**src/rtl/arb_pkg.sv**
```systemverilog
// arb_pkg: shared arbiter types, defaults and one-hot decode helper
package arb_pkg;
   typedef enum logic {IDLE, GRANT} state_t;
   localparam int N_DEF = 4;
   localparam int MAX_HOLD_DEF = 4;
   // ORing the indices of set bits is an exact decode for a one-hot or zero vector
   function automatic int onehot2idx(input logic [15:0] oh);
      int r;
      r = 0;
      for (int i = 0; i < 16; i++) r = oh[i] ? (r | i) : r;
      return r;
   endfunction
endpackage

```
**src/rtl/rr_pick.sv**
```systemverilog
// rr_pick: rotating-base priority pick, first set bit of cand above ptr with wrap
//   cand    candidate request vector
//   ptr     last served index; search starts at (ptr+1) mod N
//   win     one-hot winner, zero when none
//   win_idx binary index of winner, zero when none
//   found   1 when cand is nonzero
module rr_pick #(
   parameter int N = 4,
   parameter int IDXW = $clog2(N)
) (
   input  logic [N-1:0]    cand,
   input  logic [IDXW-1:0] ptr,
   output logic [N-1:0]    win,
   output logic [IDXW-1:0] win_idx,
   output logic            found
);
   logic [2*N-1:0] dbl;
   logic [N-1:0] rot;
   logic [IDXW-1:0] j;
   // shifting the doubled vector rotates cand so the search base lands on bit 0
   assign dbl = {cand, cand} >> (ptr + IDXW'(1));
   assign rot = dbl[N-1:0];
   assign found = |rot;
   always_comb begin
      j = '0;
      for (int k = N - 1; k >= 0; k--) j = rot[k] ? IDXW'(k) : j;
   end
   assign win_idx = found ? IDXW'((int'(j) + int'(ptr) + 1) % N) : '0;
   assign win = found ? (N'(1) << win_idx) : '0;
endmodule

```
**src/rtl/rr_arbiter_4req.sv**
```systemverilog
// rr_arbiter_4req: registered round-robin arbiter with hold timeout
//   clk         system clock, rising edge
//   rst         asynchronous active-high reset
//   req         request vector, bit held while requester wants/uses resource
//   grant       one-hot registered grant, zero when idle
//   grant_idx   binary index of owner, zero when idle
//   grant_valid 1 while a grant is active
//   expire      one-cycle pulse on the edge a timeout forces release
module rr_arbiter_4req import arb_pkg::*; #(
   parameter int N = N_DEF,
   parameter int MAX_HOLD = MAX_HOLD_DEF,
   localparam int IDXW = $clog2(N)
) (
   input  logic            clk,
   input  logic            rst,
   input  logic [N-1:0]    req,
   output logic [N-1:0]    grant,
   output logic [IDXW-1:0] grant_idx,
   output logic            grant_valid,
   output logic            expire
);
   localparam int HW = (MAX_HOLD > 1) ? $clog2(MAX_HOLD) : 1;
   state_t state, state_n;
   logic [IDXW-1:0] ptr, ptr_n, owner, pick_ptr, win_idx, idx_n;
   logic [HW-1:0] hold_cnt, hold_n;
   logic [N-1:0] cand, win, grant_n;
   logic found, own_req, timeout, exp_n;
   assign owner = IDXW'(onehot2idx(16'(grant)));
   assign own_req = |(req & grant);
   assign timeout = (MAX_HOLD != 0) && (hold_cnt == HW'(MAX_HOLD - 1));
   // in GRANT the owner is masked so release/timeout hands over to someone else
   assign cand = (state == IDLE) ? req : (req & ~grant);
   assign pick_ptr = (state == IDLE) ? ptr : owner;
   assign grant_valid = (state == GRANT);
   rr_pick #(.N(N), .IDXW(IDXW)) u_pick (
      .cand    (cand),
      .ptr     (pick_ptr),
      .win     (win),
      .win_idx (win_idx),
      .found   (found)
   );
   always_comb begin
      state_n = state;
      grant_n = grant;
      idx_n = grant_idx;
      ptr_n = ptr;
      hold_n = hold_cnt;
      exp_n = 1'b0;
      if (state == IDLE) begin
         state_n = found ? GRANT : IDLE;
         grant_n = found ? win : grant;
         idx_n = found ? win_idx : grant_idx;
         hold_n = found ? '0 : hold_cnt;
      end else if (own_req && !timeout) begin
         hold_n = (MAX_HOLD == 0 && &hold_cnt) ? hold_cnt : hold_cnt + HW'(1);
      end else begin
         ptr_n = owner;
         hold_n = '0;
         exp_n = own_req;
         // no other winner on timeout keeps the owner; on release it goes idle
         state_n = (found || own_req) ? GRANT : IDLE;
         grant_n = found ? win : (own_req ? grant : '0);
         idx_n = found ? win_idx : (own_req ? grant_idx : '0);
      end
   end
   always_ff @(posedge clk or posedge rst) begin
      if (rst) begin
         state <= IDLE;
         grant <= '0;
         grant_idx <= '0;
         ptr <= IDXW'(N - 1);
         hold_cnt <= '0;
         expire <= 1'b0;
      end else begin
         state <= state_n;
         grant <= grant_n;
         grant_idx <= idx_n;
         ptr <= ptr_n;
         hold_cnt <= hold_n;
         expire <= exp_n;
      end
   end
endmodule

```
**config.mk**
```make
export PLATFORM = sky130hd
export DESIGN_NAME = rr_arbiter_4req
export DESIGN_NICKNAME = d
export VERILOG_FILES = /design/src/rtl/arb_pkg.sv /design/src/rtl/rr_pick.sv /design/src/rtl/rr_arbiter_4req.sv
export SDC_FILE = /design/constraint.sdc
export NUM_CORES = 1
export LEC_CHECK = 0
export BUFFER_PORTS_ARGS = -buffer_cell sky130_fd_sc_hd__buf_4
export CELL_PAD_IN_SITES_DETAIL_PLACEMENT = 1
export CELL_PAD_IN_SITES_GLOBAL_PLACEMENT = 1
export CORE_MARGIN = 2
export CORE_UTILIZATION = 44
export DETAILED_ROUTE_END_ITERATION = 7
export PLACE_DENSITY_LB_ADDON = 0.1
export SYNTH_ARGS = -nofsm -noshare
export SYNTH_HDL_FRONTEND = slang
export SYNTH_SLANG_ARGS = --single-unit
```
**constraint.sdc**
```tcl
create_clock -name clk -period 4.82 [get_ports clk]
set_input_delay 0.964 -clock clk [delete_from_list [all_inputs] [get_ports clk]]
set_output_delay 0.964 -clock clk [all_outputs]
set_load 0.005 [all_outputs]
```
# Word-level counts from Yosys, hierarchy flattened
# Index checks and enable logic that the tools add are counted.
# W data, S select, Z words.
[classes] eq_ne=3 muxes=29 bitwise_logic=4 add_sub_neg=4 n_shift=2 n_reduce_logical=8
[op_table] operator="$mux W2" count=16
[op_table] operator="$mux W4" count=6
[op_table] operator="$and A4 B4 Y4" count=2
[op_table] operator="$reduce_or A4 Y1" count=2
[op_table] operator="$shr A8 B2 Y4" count=1
[op_table] operator="$mux W1" count=7
[op_table] operator="$add A2 B1 Y2 const B" count=2
[op_table] operator="$not A4 Y4" count=1
[op_table] operator="$shl A1 B2 Y4 const A" count=1
[op_table] operator="$ne A3 B2 Y1 const B" count=1
[op_table] operator="$reduce_and A3 Y1" count=1
[op_table] operator="$add A2 B2 Y2" count=1
[op_table] operator="$add A2 B2 Y2 const B" count=1
[op_table] operator="$eq A2 B2 Y1 const B" count=1
[op_table] operator="$ne A2 B2 Y1 const B" count=1
[op_table] operator="$reduce_and A2 Y1" count=1
[op_table] operator="$reduce_bool A2 Y1" count=1
[op_table] operator="$logic_and A1 B1 Y1" count=1
[op_table] operator="$logic_not A1 Y1" count=1
[op_table] operator="$logic_or A1 B1 Y1" count=1
[op_table] operator="$not A1 Y1" count=1
[word_totals] input_bits=6 wordCells=56 register_bits=12

# Logic depth before layout (Yosys ltp)
[depth] ltp_word=17 mapped_depth=12

# By module
# Synthesis repeated with hierarchy kept, for this count alone.
[hier_totals] cells_unflattened=110 area_unflattened_um2=1023.5
[modules_own_cells] mod="rr_arbiter_4req" instances=1 cells_each=66 area_each_um2=705.7
[modules_own_cells] mod="rr_pick" instances=1 cells_each=44 area_each_um2=317.8

# Least setup slack after synthesis
# No wires, ideal clock.
[synth_path] kind="input to register" start="input port req[3]" end="register grant[2]" arrival_ps=2231 setup_time_ps=132 setup_slack_ps=2456 t_required_ps=4688 n_path_buf=0 stages=8 cell_sequence="a21boi_1 > o21ai_0 > nor2_1 > o21ai_1 > ha_1 > xor2_1 > xnor2_1 > o2bb2ai_1"
[synth_between] elab_chain_len=14 word_cells_on_any_way=23
[synth_rtl] item="start, declared" line_no="rr_arbiter_4req.sv:16" rtl="input logic [N-1:0] req,"
[synth_rtl] item="$and A4 B4 Y4" line_no="rr_arbiter_4req.sv:32" rtl="assign cand = (state == IDLE) ? req : (req & ~grant);"
[synth_rtl] item="$mux W4" line_no="rr_arbiter_4req.sv:32"
[synth_rtl] item="$shr A8 B2 Y4" line_no="rr_pick.sv:21" rtl="assign dbl = {cand, cand} >> (ptr + IDXW'(1));"
[synth_rtl] item="$mux W2 (4 in series)" line_no="rr_pick.sv:26" rtl="for (int k = N - 1; k >= 0; k--) j = rot[k] ? IDXW'(k) : j;"
[synth_rtl] item="$add A2 B2 Y2 (2 in series)" line_no="rr_pick.sv:28" rtl="assign win_idx = found ? IDXW'((int'(j) + int'(ptr) + 1) % N) : '0;"
[synth_rtl] item="$mux W2" line_no="rr_pick.sv:28"
[synth_rtl] item="$shl A1 B2 Y4" line_no="rr_pick.sv:29" rtl="assign win = found ? (N'(1) << win_idx) : '0;"
[synth_rtl] item="$mux W4" line_no="rr_arbiter_4req.sv:62" rtl="grant_n = found ? win : (own_req ? grant : '0);"
[synth_rtl] item="$mux W4" line_no="rr_arbiter_4req.sv:54" rtl="end else if (own_req && !timeout) begin"
[synth_rtl] item="$mux W4" line_no="rr_arbiter_4req.sv:49" rtl="if (state == IDLE) begin"
[synth_rtl] item="end signal, assigned" line_no="rr_arbiter_4req.sv:76" rtl="grant <= grant_n;"
[synth_rtl] item="end, declared" line_no="rr_arbiter_4req.sv:17" rtl="output logic [N-1:0] grant,"
# Parallel ways exist; a longest one is shown, timed or not. The select of a mux whose other input is x is not followed.
# A chain may end at the register's enable or synchronous reset.

# Final worst setup path
[layout_path] start="register state, in the netlist grant_valid" end="register grant_idx[1]"
[layout_between] elab_chain_len=13 word_cells_on_any_way=20
[layout_rtl] item="start, declared" line_no="rr_arbiter_4req.sv:23" rtl="state_t state, state_n;"
[layout_rtl] item="start signal, assigned" line_no="rr_arbiter_4req.sv:75" rtl="state <= state_n;"
[layout_rtl] item="$mux W2" line_no="rr_arbiter_4req.sv:33" rtl="assign pick_ptr = (state == IDLE) ? ptr : owner;"
[layout_rtl] item="$add A2 B1 Y2" line_no="rr_pick.sv:21"
[layout_rtl] item="$shr A8 B2 Y4" line_no="rr_pick.sv:21"
[layout_rtl] item="$mux W2 (4 in series)" line_no="rr_pick.sv:26"
[layout_rtl] item="$add A2 B2 Y2 (2 in series)" line_no="rr_pick.sv:28"
[layout_rtl] item="$mux W2" line_no="rr_pick.sv:28"
[layout_rtl] item="$mux W2" line_no="rr_arbiter_4req.sv:63" rtl="idx_n = found ? win_idx : (own_req ? grant_idx : '0);"
[layout_rtl] item="$mux W2" line_no="rr_arbiter_4req.sv:54"
[layout_rtl] item="$mux W2" line_no="rr_arbiter_4req.sv:49"
[layout_rtl] item="end signal, assigned" line_no="rr_arbiter_4req.sv:77" rtl="grant_idx <= idx_n;"
[layout_rtl] item="end, declared" line_no="rr_arbiter_4req.sv:18" rtl="output logic [IDXW-1:0] grant_idx,"
# Parallel ways exist; a longest one is shown, timed or not. The select of a mux whose other input is x is not followed.

==> run metrics <==
number of enable flip-flop cells after synthesis=0; P per Cell Area=812 nW/um^2; Initial Util=0.468; TritonRoute pass-1 iters=4; commonest cells in the netlist=nand2_1, dfrtp_1, nor2_1, o21ai_0, o21ai_1; share of cells above drive strength 1=0.252; Clock Sinks=12; Congestion Overflow GR=0; setup repair after global routing missed its margin=false; final worst-path cycle share=0.574; Post-Place Worst Slack=2.10 ns; FMAX=0.362 GHz; ys flop type=dfrtp_1; crit end category=flip-flop; Setup Fix Bufs, Post-CTS=0; Synth area leaders=dfrtp_1, dfstp_2, nand2_1; Post-Route Setup TNS=0 ns; Min Clock Period, post-route=2.77 ns; Max VDD drop=0.412 mV; fin. max-slew vios=0; worst r2r src=grant_valid$_DFF_PP0_; leak pwr=0.462 nW; Reg2Reg Depth=11; skew final=0.00395 ns; Worst path slowest cell=dfrtp_1; worst min-delay path class=flip-flop to flip-flop; CP max FO=25; max-cap violations=0; global-route wire length before repair=3870 um; R2R setup slack=2.05 ns; Largest stage delay, worst path=0.82 ns; Mean Syn Cell Area=8.75 um^2; residual DRC count=0; Yosys top cell area share=0.272; most frequent cell after synthesis=nand2_1; Root Buffer=clkbuf_4; antenna-violating nets left=0; Final GP Congestion=0.875; worst setup path start=grant_valid$_DFF_PP0_; Nets=128; row cnt=16; Async SR Flop Fraction=1.00; Syn Nets=113; max_slew headroom=0.515; placed wire-length estimate=1790 um; port buffer count=13; hold buffers post-CTS=0; number of gates resized after cts=0; CTS tree=built; Pwr Total=0.851 mW; die area=2470 um^2; H-tree levels=1; CP Data Arrival Time=2.91 ns; Die Y=49.7 um; CP Class=flip-flop to flip-flop; endpoints failing setup=0; PnR worst setup slack=2.05 ns; Boundary Pins=14; Layout area overhead=14.2%; Hold Slack=0.486 ns; biggest area consumer among synthesized cells=dfrtp_1; final hold viol count=0; Worst R2R End=grant_idx[1]$_DFFE_PP0P_; CTS Buffer Depth=2; later-pin clock latency in the skew report=0.28 ns; drt wl/cell=15.6 um; Iteration-0 DRC Markers=5; Core ar.=1960 um^2; Syn Std Cell Area=918 um^2; largest net degree at the start of global routing=26; post-synthesis sequential area ratio=0.330; Yosys reg bits=12; Routed WL=2280 um; outcome=finished, final reports clean; initial antenna violation count=0; CP endpoint=grant_idx[1]$_DFFE_PP0P_; yosys synthesis warning count=0; Worst EP required=4.97 ns; vias=819; Syn Inst Count=105; clock slew seen by the registers of the worst setup and hold paths=0.08 ns; Die Span X=49.7 um; Worst-Margin Slew=0.728 ns; critical path cell sequence=nor2_2 -> a21oi_1 -> inv_1 -> nand2_1 -> nand2_1 -> o22ai_1 -> o21ai_1 -> ha_1 -> xor2_1 -> xnor2_1 -> o21ai_1; TritonCTS Buffers=3; Cell variety after synth=42; post-DR vias/cell=5.61; ANT cells=0; crit start category=flip-flop; Tot GR Track Use=0.207; vias in the first global route=818
## stage by stage
stage | utilization | area (um^2) | instances
after floorplan | - | 918 | 105
after global placement | 0.521 | 1020 | 142
after detailed placement | 0.521 | 1020 | 142
after CTS | 0.534 | 1050 | 146
after global routing | 0.534 | 1050 | 146
final | 0.534 | 1050 | 146
## critical path, delay by kind of cell, from the launching register on
kind,cells,cell delay [ns]
AO/OA/AOI/OAI,4,0.66
AND/OR/NAND/NOR,3,0.29
flip-flops,1,0.82
buffers and inverters,1,0.12
XOR/XNOR,2,0.54
adder cells (fa/ha/maj),1,0.20
## logic make-up after synthesis
kind of cell,share of synthesized area
and+or+nand+nor,0.251
buffers and inverters,0.0463
AOI/OAI and AO/OA,0.308
DFF,0.330
adders and majority gates,0.0272
xor gates and xnor gates,0.0382
## cell type report
| type | count | area [um^2] |
|---|---|---|
| clock buffers | 4 | 26.3 |
| multi-input cells | 86 | 573 |
| flip-flops and latches | 12 | 303 |
| fillers | 256 | 913 |
| repair buffers | 13 | 97.6 |
| inverters | 4 | 15.0 |
| well taps | 27 | 33.8 |
## cells in the final DEF, fill, tap and decap left out, types with 2 or more instances in the layout
cell type / netlist / layout
a21oi_1: 3 / 3
a22o_1: 3 / 3
buf_4: 0 / 13
clkbuf_4: 0 / 3
dfrtp_1: 10 / 10
dfstp_2: 2 / 2
ha_1: 2 / 2
inv_1: 4 / 4
nand2_1: 14 / 14
nand2b_1: 2 / 2
nand3b_1: 2 / 2
nor2_1: 8 / 8
nor2_2: 2 / 2
nor2b_1: 3 / 3
o211ai_1: 3 / 3
o21ai_0: 6 / 6
o21ai_1: 6 / 6
o22ai_1: 3 / 3
o22ai_2: 2 / 2
o2bb2ai_1: 2 / 2
or2b_1: 2 / 2
xnor2_1: 3 / 3
## flip-flops by register name (all words and copies together) (netlist names)
name and count:
grant_valid 1, grant 4, ptr 2, hold_cnt 2
grant_idx 2, expire 1
## worst min path at each step
stage | slack, ns | cells after the start | end | startpoint
3_3_place_gp | 0.46 | 1 | grant_idx[0]$_DFFE_PP0P_ | grant_idx[0]$_DFFE_PP0P_
4_1_cts | 0.49 | 1 | grant_idx[0]$_DFFE_PP0P_ | grant_idx[0]$_DFFE_PP0P_
3_5_place_dp | 0.47 | 1 | grant_idx[0]$_DFFE_PP0P_ | grant_idx[0]$_DFFE_PP0P_
6_report | 0.49 | 1 | grant_idx[0]$_DFFE_PP0P_ | grant_idx[0]$_DFFE_PP0P_
5_1_grt | 0.51 | 1 | hold_cnt[0]$_DFFE_PP0P_ | hold_cnt[0]$_DFFE_PP0P_
2_1_floorplan | 0.45 | 1 | hold_cnt[0]$_DFFE_PP0P_ | hold_cnt[0]$_DFFE_PP0P_
## metal layers
metal  GRT usage  share of wire  vias up
met5           0              0        -
met4      0.0694          0.016        0
met3      0.0273          0.029        5
met2       0.340           0.49       15
met1       0.281           0.47      392
li1            -              -      407
## power by group
group	switching, mW	internal (mW)	leakage (nW)	total, mW
Sequential	0.0691	0.154	0.147	0.223
Combinational	0.303	0.259	0.301	0.562
Clock	0.0344	0.0321	0.0150	0.0666
Total	0.407	0.445	0.462	0.851
(Power assumes the default switching activity.)
